## config.mk

```make
export PLATFORM = sky130hd
export DESIGN_NAME = dicke_demodulator
export DESIGN_NICKNAME = d
export VERILOG_FILES = /design/src/rtl/adc_demod_pkg.sv /design/src/rtl/switch_hysteresis.sv /design/src/rtl/dicke_demodulator.sv
export SDC_FILE = /design/constraint.sdc
export NUM_CORES = 1
export LEC_CHECK = 0
export CAP_MARGIN = 0
export CORE_ASPECT_RATIO = 1.1
export CORE_UTILIZATION = 56
export CTS_CLUSTER_DIAMETER = 150
export DETAILED_ROUTE_END_ITERATION = 16
export PLACE_DENSITY = 0.8
export SYNTH_ARGS = -nofsm -noshare
export SYNTH_HDL_FRONTEND = slang
export SYNTH_SLANG_ARGS = --single-unit
```

## constraint.sdc

```tcl
create_clock -name clk -period 3.07 [get_ports clk]
set_clock_uncertainty 0.05 [all_clocks]
set_input_delay 0.614 -clock clk [delete_from_list [all_inputs] [get_ports clk]]
set_output_delay 0.614 -clock clk [all_outputs]
set_load 0.01 [all_outputs]
```

## src/rtl/adc_demod_pkg.sv

```systemverilog
// Shared definitions for the XADC capture stage and the Dicke demodulator.
//   CH_SWITCH / CH_FEED : channel tags carried with each sample (A0 / A1)
//   demod_state_t       : demodulator FSM encoding
//   DATA_W_DEF          : default ADC sample width
//   hyst_next()         : hysteresis decision shared by the comparator and the FSM
package adc_demod_pkg;

  localparam int   DATA_W_DEF = 12;
  localparam logic CH_SWITCH  = 1'b0;
  localparam logic CH_FEED    = 1'b1;

  typedef enum logic [1:0] {
    WAIT_SW   = 2'd0,
    WAIT_FEED = 2'd1,
    DUMP      = 2'd2
  } demod_state_t;

  // Next switch state given the current state and the two threshold tests.
  // The band between the thresholds holds the previous state.
  function automatic logic hyst_next(input logic cur, input logic ge_hi, input logic lt_lo);
    if (ge_hi)
      return 1'b1;
    else if (lt_lo)
      return 1'b0;
    else
      return cur;
  endfunction

endpackage

```

## src/rtl/switch_hysteresis.sv

```systemverilog
// Registered hysteresis comparator that turns switch-reference samples into
// a clean ON/OFF state.
//   clk    : system clock
//   clr    : synchronous reset, active-high (state -> OFF)
//   en     : sample is an accepted switch sample this cycle
//   sample : unsigned switch-reference sample
//   state  : current switch state (1 = ON)
module switch_hysteresis
  import adc_demod_pkg::*;
#(
  parameter int                DATA_W    = DATA_W_DEF,
  parameter logic [DATA_W-1:0] THRESH_HI = DATA_W'(12'h800),
  parameter logic [DATA_W-1:0] THRESH_LO = DATA_W'(12'h700)
) (
  input  logic              clk,
  input  logic              clr,
  input  logic              en,
  input  logic [DATA_W-1:0] sample,
  output logic              state
);

  always_ff @(posedge clk) begin
    if (clr)
      state <= 1'b0;
    else if (en)
      state <= hyst_next(state, sample >= THRESH_HI, sample < THRESH_LO);
  end

endmodule

```

## src/rtl/dicke_demodulator.sv

```systemverilog
// Dicke-switch demodulator. Takes interleaved switch (A0) and feed (A1)
// samples, pairs each switch sample with the following feed sample, and over
// FRAME_PAIRS pairs accumulates the feed separately for switch ON and OFF.
// At the end of each frame it publishes both sums, the per-state pair counts,
// their signed difference and a 1-bit demodulated decision.
//   clk, clr                 : clock, synchronous active-high reset
//   s_valid, s_chan, s_data  : sample strobe, channel tag (0 switch / 1 feed), sample
//   result_valid             : one-cycle strobe when the result registers update
//   on_sum, off_sum          : feed sums for ON / OFF pairs
//   on_count, off_count      : number of ON / OFF pairs in the frame
//   demod_diff, demod        : signed on_sum - off_sum, and (demod_diff > 0)
//   sw_state                 : current hysteresis switch state
//   pair_err, drop_err       : sticky ordering / dropped-sample flags
module dicke_demodulator
  import adc_demod_pkg::*;
#(
  parameter int                DATA_W      = DATA_W_DEF,
  parameter int                FRAME_PAIRS = 1024,
  parameter logic [DATA_W-1:0] THRESH_HI   = DATA_W'(12'h800),
  parameter logic [DATA_W-1:0] THRESH_LO   = DATA_W'(12'h700),
  parameter int                ACC_W       = DATA_W + $clog2(FRAME_PAIRS + 1)
) (
  input  logic                    clk,
  input  logic                    clr,
  input  logic                    s_valid,
  input  logic                    s_chan,
  input  logic [DATA_W-1:0]       s_data,
  output logic                    result_valid,
  output logic [ACC_W-1:0]        on_sum,
  output logic [ACC_W-1:0]        off_sum,
  output logic [15:0]             on_count,
  output logic [15:0]             off_count,
  output logic signed [ACC_W:0]   demod_diff,
  output logic                    demod,
  output logic                    sw_state,
  output logic                    pair_err,
  output logic                    drop_err
);

  localparam int CNT_W = $clog2(FRAME_PAIRS + 1);

  demod_state_t          state;
  logic                  pair_state;
  logic [ACC_W-1:0]      on_acc;
  logic [ACC_W-1:0]      off_acc;
  logic [15:0]           on_cnt;
  logic [15:0]           off_cnt;
  logic [CNT_W-1:0]      pair_cnt;
  logic                  sw_take;
  logic                  sw_next;
  logic signed [ACC_W:0] diff;

  // Switch samples are ignored by the comparator during DUMP (they are dropped).
  assign sw_take = s_valid && (s_chan == CH_SWITCH) && (state != DUMP);

  // The comparator register only shows the new state a cycle later, so the
  // pair latch evaluates the same decision combinationally from the live sample.
  assign sw_next = hyst_next(sw_state, s_data >= THRESH_HI, s_data < THRESH_LO);

  // Both sums are zero-extended by one bit so the difference cannot wrap.
  assign diff = $signed({1'b0, on_acc}) - $signed({1'b0, off_acc});

  switch_hysteresis #(
    .DATA_W    (DATA_W),
    .THRESH_HI (THRESH_HI),
    .THRESH_LO (THRESH_LO)
  ) u_hyst (
    .clk    (clk),
    .clr    (clr),
    .en     (sw_take),
    .sample (s_data),
    .state  (sw_state)
  );

  always_ff @(posedge clk) begin
    if (clr) begin
      state        <= WAIT_SW;
      pair_state   <= 1'b0;
      on_acc       <= '0;
      off_acc      <= '0;
      on_cnt       <= '0;
      off_cnt      <= '0;
      pair_cnt     <= '0;
      result_valid <= 1'b0;
      on_sum       <= '0;
      off_sum      <= '0;
      on_count     <= '0;
      off_count    <= '0;
      demod_diff   <= '0;
      demod        <= 1'b0;
      pair_err     <= 1'b0;
      drop_err     <= 1'b0;
    end else begin
      result_valid <= 1'b0;
      unique case (state)
        WAIT_SW: begin
          if (s_valid) begin
            if (s_chan == CH_SWITCH) begin
              pair_state <= sw_next;
              state      <= WAIT_FEED;
            end else begin
              // Feed with no preceding switch sample: discard it.
              pair_err <= 1'b1;
            end
          end
        end
        WAIT_FEED: begin
          if (s_valid) begin
            if (s_chan == CH_FEED) begin
              if (pair_state) begin
                on_acc <= on_acc + ACC_W'(s_data);
                on_cnt <= on_cnt + 16'd1;
              end else begin
                off_acc <= off_acc + ACC_W'(s_data);
                off_cnt <= off_cnt + 16'd1;
              end
              pair_cnt <= pair_cnt + CNT_W'(1);
              state    <= (pair_cnt == CNT_W'(FRAME_PAIRS - 1)) ? DUMP : WAIT_SW;
            end else begin
              // Back-to-back switch samples: the newest one defines the pair.
              pair_err   <= 1'b1;
              pair_state <= sw_next;
            end
          end
        end
        DUMP: begin
          on_sum       <= on_acc;
          off_sum      <= off_acc;
          on_count     <= on_cnt;
          off_count    <= off_cnt;
          demod_diff   <= diff;
          demod        <= !diff[ACC_W] && (diff != '0);
          result_valid <= 1'b1;
          on_acc       <= '0;
          off_acc      <= '0;
          on_cnt       <= '0;
          off_cnt      <= '0;
          pair_cnt     <= '0;
          state        <= WAIT_SW;
          if (s_valid)
            drop_err <= 1'b1;
        end
        default: state <= WAIT_SW;
      endcase
    end
  end

endmodule

```

=== Word level (Yosys, flattened, before mapping) ===
Cells that the tools add are included.

* Add/sub/neg operators: 6
* Order comparisons: 2
* Eq/ne operators: 12
* Multiplexer cells: 33
* Bitwise logic cells: 1
* Reductions and logical operators: 16

{| class="wikitable"
|+ Operator list
! cell !! number
|-
| two-way mux 23 bit || 6
|-
| two-way mux 16 bit || 6
|-
| case mux 23 bit (2 select lines) || 2
|-
| case mux 16 bit (2 select lines) || 2
|-
| adder 23 x 12 -> 23 bit || 2
|-
| adder 16 x 1 -> 16 bit (second input constant) || 2
|-
| nonzero test 24 bit || 1
|-
| subtractor 23 x 23 -> 24 bit || 1
|-
| two-way mux 11 bit || 2
|-
| case mux 11 bit (2 select lines) || 1
|-
| != test 2 bit (second input constant) || 9
|-
| greater-or-equal comparator 12 bit (second input constant) || 1
|-
| < comparator 12 x 11 -> 1 bit (second input constant) || 1
|-
| AND reduction 4 bit || 3
|-
| adder 11 x 1 -> 11 bit (second input constant) || 1
|-
| == test 11 x 10 -> 1 bit (second input constant) || 1
|-
| two-way mux 2 bit || 5
|-
| two-way mux 1 bit || 7
|-
| AND reduction 3 bit || 2
|-
| AND reduction 5 bit || 1
|-
| case mux 2 bit (2 select lines) || 1
|-
| nonzero test 2 bit || 2
|-
| logical AND 1 bit || 3
|-
| == test 2 x 1 -> 1 bit (second input constant) || 1
|-
| 7 further kinds || 7
|}

* Register bits: 199
* Output and inout bits: 107
* Logic and storage cells: 87

=== Logic depth before layout (Yosys ltp) ===
* Depth after elaboration: 5
* Depth in mapped cells: 12
* Gate-level depth less buffers: 12

=== Hierarchy ===
A second synthesis with hierarchy kept.

* Cell total of the unflattened synthesis: 1,202
* Area total of the unflattened synthesis: 9,679.3 µm²

{| class="wikitable"
|+ By module, submodules not included
! module !! times used !! cells an instance !! area an instance (µm²)
|-
| dicke_demodulator || 1 || 1,198 || 9,638.0
|-
| switch_hysteresis || 1 || 4 || 41.3
|}

=== Worst setup path after synthesis ===
Ideal clock, no wire load.

* Path kind: input to register
* Start: input port s_data[0]
* End: register on_acc[16]
* Library setup time: 0.128 ns
* Arrival: 2.693 ns
* Slack: 0.200 ns
* Cell stages on the path: 11
* Path buffers: 0
* Cells stage by stage: ha_1 > fa_1 > a21o_1 > a21oi_1 > o21bai_1 > a2111o_1 > a41o_1 > nand3_1 > nor2_1 > xnor2_1 > nor2_1

* Cells in the longest elaborated chain, start to end: 5

{| class="wikitable"
|+ Ends and longest elaborated chain
! item !! RTL line !! source
|-
| from (decl) || dicke_demodulator.sv:27 || <nowiki>input logic [DATA_W-1:0] s_data,</nowiki>
|-
| adder 23 x 12 -> 23 bit || dicke_demodulator.sv:111 || <nowiki>on_acc <= on_acc + ACC_W'(s_data);</nowiki>
|-
| two-way mux 23 bit || dicke_demodulator.sv:110 || <nowiki>if (pair_state) begin</nowiki>
|-
| two-way mux 23 bit || dicke_demodulator.sv:109 || <nowiki>if (s_chan == CH_FEED) begin</nowiki>
|-
| two-way mux 23 bit || dicke_demodulator.sv:108 || <nowiki>if (s_valid) begin</nowiki>
|-
| case mux 23 bit (2 select lines) || dicke_demodulator.sv:95 || <nowiki>unique case (state)</nowiki>
|-
| to (signal assigned) || dicke_demodulator.sv:111 ||
|-
| to (decl) || dicke_demodulator.sv:44 || <nowiki>logic [ACC_W-1:0] on_acc;</nowiki>
|}

No other way between the ends. The select of a mux whose other input is x is not followed.
A chain may end at the register's enable or synchronous reset.

=== Worst setup path in the final report ===
* Start: register off_acc[2]
* End: register demod

* Cells in the longest elaborated chain, start to end: 3

{| class="wikitable"
|+ Ends and longest elaborated chain
! item !! RTL line !! source
|-
| from (decl) || dicke_demodulator.sv:45 || <nowiki>logic [ACC_W-1:0] off_acc;</nowiki>
|-
| from (signal assigned) || dicke_demodulator.sv:114 || <nowiki>off_acc <= off_acc + ACC_W'(s_data);</nowiki>
|-
| subtractor 23 x 23 -> 24 bit * || dicke_demodulator.sv:61 || <nowiki>assign diff = $signed({1'b0, on_acc}) - $signed({1'b0, off_acc});</nowiki>
|-
| nonzero test 24 bit or zero test 1 bit (tied branches) || dicke_demodulator.sv:132 || <nowiki>demod <= !diff[ACC_W] && (diff != '0);</nowiki>
|-
| logical AND 1 bit * || dicke_demodulator.sv:132 ||
|-
| to (signal assigned) || dicke_demodulator.sv:132 ||
|-
| to (decl) || dicke_demodulator.sv:34 || <nowiki>output logic demod,</nowiki>
|}

Every way passes the cells marked *; elsewhere a longest branch is shown, timed or not.

==> summary.txt <==
Global route
  – Largest net degree at the start of global routing: 72
  – Initial antenna violation count: 0
  – Vias in the first global route: 8483
  – Total congestion overflow: 0
  – First-pass GRT wire length: 41000 um
  – Total track usage: approximately 29%

Route
  – Iter 0 DRT Violations: 679
  – Final ANT Viol Nets: 0
  – Drt via density: 5.67
  – Final WL: ~26000 um
  – Via count: 9280
  – Residual DRC count: 0
  – WL/cell: 16.0 um
  – Pre-antenna DRT Iters: 5

Clock network
  – CTS Root Cell: clkbuf_16
  – Deepest clock path buffer count: 2
  – TritonCTS clock tree: yes
  – CTS H-tree depth: 4
  – Cts bufs inserted: 17
  – Clock-pin slew on the worst setup and hold paths: 70 ps
  – TritonCTS Sinks: 199
  – Worst skew pair latency: 450 ps
  – Hold_buf cts: 0

Die
  – Row Count: 50
  – Die W: 128 um
  – Initial Util: 57.4%
  – Die Height: approximately 140 um
  – Top-Level Pins: 123
  – Core box area: 17000 sq um
  – Die ar.: ~18000 sq um

Placed design
  – HPWL after detailed placement: 18500 um
  – Dpl ws: -477 ps
  – RD Place Congestion: 0.909
  – DP Area: 11700 sq um
  – PortBufs: 122

Logic synthesis
  – Async SR Flop Fraction: 0%
  – Sequential cell area fraction in the yosys report: about two fifths
  – Synth Register Bits: 199
  – Avg Inst Size Synth: between 8 and 9 sq um
  – Top FF cell, synth: dfxtp_1
  – Unique masters post-synth: 79
  – Syn. warnings: 0
  – Post-Syn Instances: 1213
  – Yosys top cell area share: 40.8%
  – Cell taking the most area after synthesis: dfxtp_1
  – Dominant cells by area after synthesis: dfxtp_1 41%, nand2_1 9.1%, a21oi_1 8.0%, ha_1 6.4%, nor2_1 4.7%
  – Post-Syn Nets: 1282
  – Post-synth EDFFs: 0
  – Mapped Area: 9760 sq um

Worst setup path
  – Nature of the critical path endpoint: flop
  – CP Max Fanout: 4
  – Worst-path cell chain: inv_1, ha_1, buf_4, o21ai_1, a21oi_2, o41a_1, a21oi_1, xnor2_1, nor4b_4, nand4_1, nor4b_2, a211oi_2
  – Crit path required time: 3350 ps
  – FF-to-FF Start: off_acc[2]
  – Critical path class: flop to flop
  – Slowest cell on crit path: o41a_1
  – CP startpoint: off_acc[2]
  – Crit path largest cell delay: roughly 390 ps
  – Crit start category: flop
  – Crit path DAT: 3260 ps

Run status
  – Outcome: finished clean

STA
  – Slew Viols, Final: 0
  – Final setup viols: 0
  – Final Hold Vio Count: 0
  – Headroom to the max-slew limit: a little under half
  – WHS: about 400 ps
  – Fmax: 336 MHz
  – Period utilization: a little over nine tenths
  – Final worst slack: 90.4 ps
  – Setup TNS: 0 ps
  – Clock period minus worst slack: 2980 ps
  – Pin slew with the least headroom to its limit: a little under 800 ps

Final layout
  – Diodes inserted: 0
  – Final #Nets: 1460
  – Fin area: ~12000 sq um
  – Layout cells sized above 1: 12.5%
  – Synthesis-to-finish area growth: 27.5%

Job
  – Max-Cap Viols: 0

Power and ir drop
  – PwrDens: 421 nW/um^2
  – Design Power: 5.24 mW
  – Worst VDD drop: between 300 and 400 uV
  – Leakage power: 4.74 nW

Min path
  – Hold_sp: off_count[9]
  – Hold Crit Class: flop to flop
## logic make-up (layout without fill, tap and decap cells)
logic type / after synthesis / in the layout / synth area share (%)
AOI/OAI and AO/OA: 261 / 261 / 16.6
buffers and inverters: 90 / 280 / 3.72
adders and majority gates: 53 / 53 / 7.02
and+or+nand+nor: 524 / 524 / 24.1
xor gates and xnor gates: 82 / 82 / 7.36
muxes: 4 / 4 / 0.423
DFF: 199 / 199 / 40.8
## routing by layer
metal	global-route usage (%)	wire length, um	vias to the layer above
met1	36.3	11200	4433
met4	11.6	839	0
met5	0	0	-
met3	4.77	1280	71
met2	48.5	12900	266
li1	-	-	4510
## cell usage after synthesis, drive strengths merged, types with 9 or more instances
master,n
nor2b,9
xor2,38
dfxtp,199
nor3,19
or3,11
a21o,14
a211oi,14
nand4,21
and3,12
ha,50
o21ai,21
inv,34
xnor2,44
a21oi,159
nand2,237
nand3,58
clkbuf,50
nor2,121
nand2b,13
## flip-flops by register name, summed over array words and instances, names as in the netlist, 11 cells and up
name and count:
off_acc 23, pair_cnt 11, demod_diff 24, on_count 16
off_cnt 16, off_sum 23, off_count 16, on_sum 23
on_acc 23, on_cnt 16
## worst max-delay path: cells and delay by family, from the launching register on
kind                       cells  cell delay (ps)
AOI/OAI and AO/OA              5              990
DFF                            1              380
xor gates and xnor gates       1              160
and+or+nand+nor                3              780
adders and majority gates      1              290
buffers and inverters          2              220
## area by class of cell
class                           instances  area [sq um]
Clock buffer                           19           443
Multi-Input combinational cell        924          5560
Timing Repair Buffer                  215          1930
Tap cell                              234           293
Fill cell                            1354          4570
Clock inverter                         12           105
Sequential cell                       199          3990
Inverter                               34           128
## power by group
part | total [mW] | switching, mW | internal (mW)
clock network | 2.13 | 1.05 | 1.08
logic | 0.508 | 0.274 | 0.234
registers | 2.60 | 0.0107 | 2.59
total | 5.24 | 1.33 | 3.90
## cell usage in the layout, fill, tap and decap left out, drive strengths merged, types with 4 or more instances in the layout
| master | instances |
|---|---|
| a2111oi | 4 |
| and3 | 12 |
| a21oi | 159 |
| or3 | 11 |
| nand2 | 237 |
| nand2b | 13 |
| and4 | 4 |
| nand3 | 58 |
| nor2 | 121 |
| clkdlybuf4s50 | 120 |
| or2 | 5 |
| inv | 42 |
| a21boi | 5 |
| nand4 | 21 |
| o21ai | 21 |
| a22oi | 5 |
| xnor2 | 44 |
| o21bai | 5 |
| nor3 | 19 |
| a21o | 14 |
| nor2b | 9 |
| a31oi | 5 |
| ha | 50 |
| clkbuf | 19 |
| dfxtp | 199 |
| a211oi | 14 |
| xor2 | 38 |
| buf | 94 |
## path summary, 6_finish.rpt
kind                                endpoint  cells after the start  slack [ps]
worst max-delay path                   demod                     12          90
worst max register to register         demod                     12          90
worst min register to register  off_count[9]                      2         400
worst min-delay path            off_count[9]                      2         400
## timing repair
| item | 4_1_cts | 5_1_grt |
|---|---|---|
| pin swaps | 1 | 9 |
| gates resized for setup | 1 | 29 |
| endpoints found under the setup margin | 2 | 20 |
| setup buffers | 0 | 4 |
## per-stage QoR
step / std cells / util (%)
finish: 1637 / 73.2
global route: 1637 / 73.2
CTS: 1633 / 72.3
detailed placement: 1602 / 69.0
global placement: 1602 / 69.0
floorplan: 1213 / -
(Power assumes the default switching activity.)
